--- src/rtl/gpio_bus_ctrl.sv ---
// Memory-mapped GPIO controller: output register with buffer write pulse,
// synchronized and debounced inputs, rising-edge status and masked interrupt.
module gpio_bus_ctrl #(
    parameter int unsigned DB_CYCLES = 4
) (
    input  logic        clk,
    input  logic        reset,
    input  logic        sel,
    input  logic        we,
    input  logic [1:0]  addr,
    input  logic [31:0] wdata,
    output logic [31:0] rdata,
    input  logic [7:0]  pin_in,
    output logic        gpio_write_en,
    output logic [7:0]  gpio_write_data,
    output logic        irq
);

    localparam logic [7:0] LP_LAST = 8'(DB_CYCLES - 1);

    logic [7:0] r_out;
    logic [7:0] r_s1;
    logic [7:0] r_s2;
    logic [7:0] r_deb;
    logic [7:0] r_cnt [8];
    logic [7:0] r_status;
    logic [7:0] r_mask;
    logic       r_wpulse;

    logic       w_wr;
    logic [7:0] w_clr;
    logic [7:0] w_flip;
    logic [7:0] w_rise;

    assign w_wr  = sel & we;
    assign w_clr = (w_wr && addr == 2'd2) ? wdata[7:0] : 8'h00;

    // A bit flips when it has disagreed with DEB for DB_CYCLES edges
    always_comb begin
        w_flip = 8'h00;
        for (int i = 0; i < 8; i++) begin
            w_flip[i] = (r_s2[i] != r_deb[i]) && (r_cnt[i] == LP_LAST);
        end
    end

    assign w_rise = w_flip & r_s2;

    always_ff @(posedge clk or negedge reset) begin
        if (!reset) begin
            r_out    <= 8'h00;
            r_s1     <= 8'h00;
            r_s2     <= 8'h00;
            r_deb    <= 8'h00;
            r_status <= 8'h00;
            r_mask   <= 8'h00;
            r_wpulse <= 1'b0;
            for (int i = 0; i < 8; i++) begin
                r_cnt[i] <= 8'h00;
            end
        end else begin
            r_s1     <= pin_in;
            r_s2     <= r_s1;
            r_wpulse <= w_wr && addr == 2'd0;
            if (w_wr && addr == 2'd0) begin
                r_out <= wdata[7:0];
            end
            if (w_wr && addr == 2'd3) begin
                r_mask <= wdata[7:0];
            end
            // Set beats clear when both land on the same edge
            r_status <= (r_status & ~w_clr) | w_rise;
            for (int i = 0; i < 8; i++) begin
                if (r_s2[i] == r_deb[i]) begin
                    r_cnt[i] <= 8'h00;
                end else if (w_flip[i]) begin
                    r_deb[i] <= r_s2[i];
                    r_cnt[i] <= 8'h00;
                end else begin
                    r_cnt[i] <= r_cnt[i] + 8'd1;
                end
            end
        end
    end

    always_comb begin
        rdata = 32'h0;
        if (sel) begin
            case (addr)
                2'd0:    rdata = {24'h0, r_out};
                2'd1:    rdata = {24'h0, r_deb};
                2'd2:    rdata = {24'h0, r_status};
                default: rdata = {24'h0, r_mask};
            endcase
        end
    end

    assign gpio_write_en   = r_wpulse;
    assign gpio_write_data = r_out;
    assign irq             = |(r_status & r_mask);

endmodule

--- config.mk ---
export PLATFORM = sky130hd
export DESIGN_NAME = gpio_bus_ctrl
export DESIGN_NICKNAME = d
export VERILOG_FILES = /design/src/rtl/gpio_bus_ctrl.sv
export SDC_FILE = /design/constraint.sdc
export NUM_CORES = 1
export LEC_CHECK = 0
export CAP_MARGIN = 0
export CORE_AREA = 2 2 101 103
export CTS_BUF_LIST = sky130_fd_sc_hd__clkbuf_16
export DETAILED_ROUTE_END_ITERATION = 6
export DIE_AREA = 0 0 103 105
export GPL_TIMING_DRIVEN = 1
export PLACE_DENSITY = 0.93
export REMOVE_ABC_BUFFERS = 1
export SKIP_LAST_GASP = 1
export SYNTH_ARGS = -nofsm -noshare
export SYNTH_HDL_FRONTEND = slang
export SYNTH_SLANG_ARGS = --single-unit
--- constraint.sdc ---
create_clock -name clk -period 3.85 [get_ports clk]
set_input_delay 0.77 -clock clk [delete_from_list [all_inputs] [get_ports clk]]
set_output_delay 0.77 -clock clk [all_outputs]
set_load 0.05 [all_outputs]
==> metrics.cfg <==
[cells_and_area]
diodes=0
final_cells=669
drive_gt1_frac=0.1250
layout.nets=585
fillers=724
area.growth.synth_to_final_pct=19.22

[timing]
hold_viol_final=0
tightest_slew_ns=0.8176
setup-tns-final_ns=0
clock_skew_ns=0.009912
slew_violations=0
min_period_ns=3.160
rsz0062_at_grt=false
fmax_mhz=316.4
setup_viol=0
fin_crit_sh=0.8209
max-slew-margin-rel=0.4549

[logic_synthesis]
async_flop_share=1.000
synth-main-ff-cell=dfrtp_1
syn_avg_cell_area_um2=11.30
seq_area_frac_synth=0.5357
ys_ff_latch=113
syn_inst=467
ys_warn_count=0
synth-edff-count=0
syn_area_um2=5279
ys_types=34

[global_routing]
grt_max_degree=65
overflow=0
grt.total_usage=0.2207
antenna_found_initial=0
grt_pass1_vias=3851
grt_pass1_wl_um=18440

[placement]
gp_congestion=0.8330
hpwl_um=7552
placedCellCount=637
io_buffers=39

[setup_path]
cp.required_ns=3.08
critical_path_class=input pin to primary output
end_kind=primary output
cp_max_fo=11
arrival_ns=2.39
startpoint_type=input pin

[drt]
routedWlPerCell_um=16.46
drt_iter0_drc=187
drc=0
routed_via_density=5.664
finalWirelength_um=11010
dr_total_vias=3789
drt-pass1-iter-count=4
ant_nets=0

[flow_run]
max_cap_violations=0

[status]
outcome=finished, final reports clean

[die]
core_area_um2=9639
rows=36
ios=88
die_w_um=103
die_h_um=105
dieArea_um2=10820
initial_core_util=0.5476

[cts]
clk_pin_slew_ns=0.05
cts_tree=built
clockRootBuffer=clkbuf_16
h-tree-depth=4
cts_setup_buffers=0
numCtsBuffers=17
cts_buffer_depth=2
ctsResizeCount=0
insertion_delay_ns=0.40
postCtsHoldBufs=0
clock_sinks=113

[min_path]
hold_path.class=register to register

[power]
ir_drop_mv=0.3467
cellLeakagePower_uw=0.002736
powerDensity_nw_per_um2=662.2

==> sequential cells by signal, summed over array words and instances, names as in the netlist <==
register and flops:
r_cnt 64, gpio_write_data 8, r_deb 8, r_mask 8, r_s1 8, r_s2 8
r_status 8, gpio_write_en 1
==> path summary, 6_finish.rpt <==
kind,slack (ns),cells past startpoint,to,from
worst max-delay path,0.69,5,rdata[5],addr[1]
worst min-delay path,0.35,0,r_s2[0],r_s1[0]
worst max register to register,2.19,3,r_deb[0],r_cnt[60]
worst min register to register,0.35,0,r_s2[0],r_s1[0]
max in group asynchronous,2.61,2,r_status[3],reset
min in group asynchronous,0.47,1,r_cnt[12],reset
==> stage by stage <==
stage	setup slack, ns	utilization	hold WS (ns)	total power (uW)	instance area (um2)
after floorplan	1.525	-	0.3312	2357	5164
after global placement	0.7023	0.5948	0.3332	2607	5733
after detailed placement	0.6819	0.5948	0.3347	2682	5733
after CTS	0.6811	0.6529	0.3488	4192	6294
after global routing	0.6284	0.6529	0.3540	4372	6294
final	0.6896	0.6529	0.3487	4168	6294
==> critical path, cell delays in order <==
cell,delay [ns]
clkdlybuf4s50_1,0.46
buf_4,0.24
mux4_2,0.53
and2_1,0.19
buf_4,0.19
==> metal layers <==
| layer | global-route usage | routed length, um |
|---|---|---|
| met1 | 0.2722 | 4472 |
| met2 | 0.3734 | 5863 |
| met3 | 0.06020 | 541 |
| met4 | 0.06955 | 138 |
| met5 | 0 | 0 |
==> final cells by class <==
cell class | instances | area (um2) | share of cell area
Sequential cell | 113 | 2828 | 0.4493
Multi-Input combinational cell | 332 | 2272 | 0.3610
Clock buffer | 17 | 425.4 | 0.06759
Timing Repair Buffer | 42 | 402.9 | 0.06402
Tap cell | 133 | 166.4 | 0.02644
Clock inverter | 15 | 135.1 | 0.02147
Inverter | 17 | 63.81 | 0.01014
==> logic make-up after synthesis <==
family | Yosys count | synth area share
muxes | 32 | 0.08533
AOI/OAI and AO/OA | 70 | 0.08012
buffers and inverters | 45 | 0.05025
and+or+nand+nor | 158 | 0.1569
xor gates and xnor gates | 32 | 0.05309
DFF | 113 | 0.5357
adders and majority gates | 16 | 0.03792
other | 1 | 0.0007104
==> cells in the final DEF, fill, tap and decap left out, types with 8 or more instances in the layout <==
cell type,count
mux2_2,20
nand2_1,21
xor2_1,11
clkdlybuf4s50_1,30
ha_1,16
conb_1,24
or3_1,24
inv_1,22
nand2b_1,9
o21ai_0,24
mux4_2,8
nand4_1,10
and2_1,8
nor2_1,42
clkbuf_16,17
nand3_1,29
dfrtp_1,113
buf_4,11
xnor2_1,21
a21oi_1,25
==> power by group <==
part / switching [uW] / internal, uW / total (uW)
Sequential: 256 / 1410 / 1670
Combinational: 581 / 432 / 1010
Clock: 501 / 986 / 1490
==> cells in the mapped netlist, types with 3 or more instances <==
| library cell | instances | share of area |
|---|---|---|
| a21o_1 | 4 | 0.0057 |
| a21oi_1 | 25 | 0.024 |
| a22oi_1 | 4 | 0.0057 |
| a31o_2 | 3 | 0.0050 |
| and2_1 | 8 | 0.0095 |
| buf_4 | 25 | 0.036 |
| dfrtp_1 | 113 | 0.54 |
| ha_1 | 16 | 0.038 |
| inv_1 | 17 | 0.012 |
| mux2_1 | 4 | 0.0085 |
| mux2_2 | 20 | 0.043 |
| mux4_2 | 8 | 0.034 |
| nand2_1 | 21 | 0.015 |
| nand2b_1 | 9 | 0.011 |
| nand3_1 | 29 | 0.027 |
| nand4_1 | 10 | 0.012 |
| nor2_1 | 42 | 0.030 |
| nor3_1 | 4 | 0.0038 |
| nor4_1 | 3 | 0.0036 |
| nor4b_1 | 4 | 0.0066 |
| o21ai_0 | 24 | 0.023 |
| o2bb2ai_1 | 7 | 0.012 |
| or3_1 | 24 | 0.028 |
| xnor2_1 | 21 | 0.035 |
| xor2_1 | 11 | 0.018 |
(Power assumes the default switching activity.)
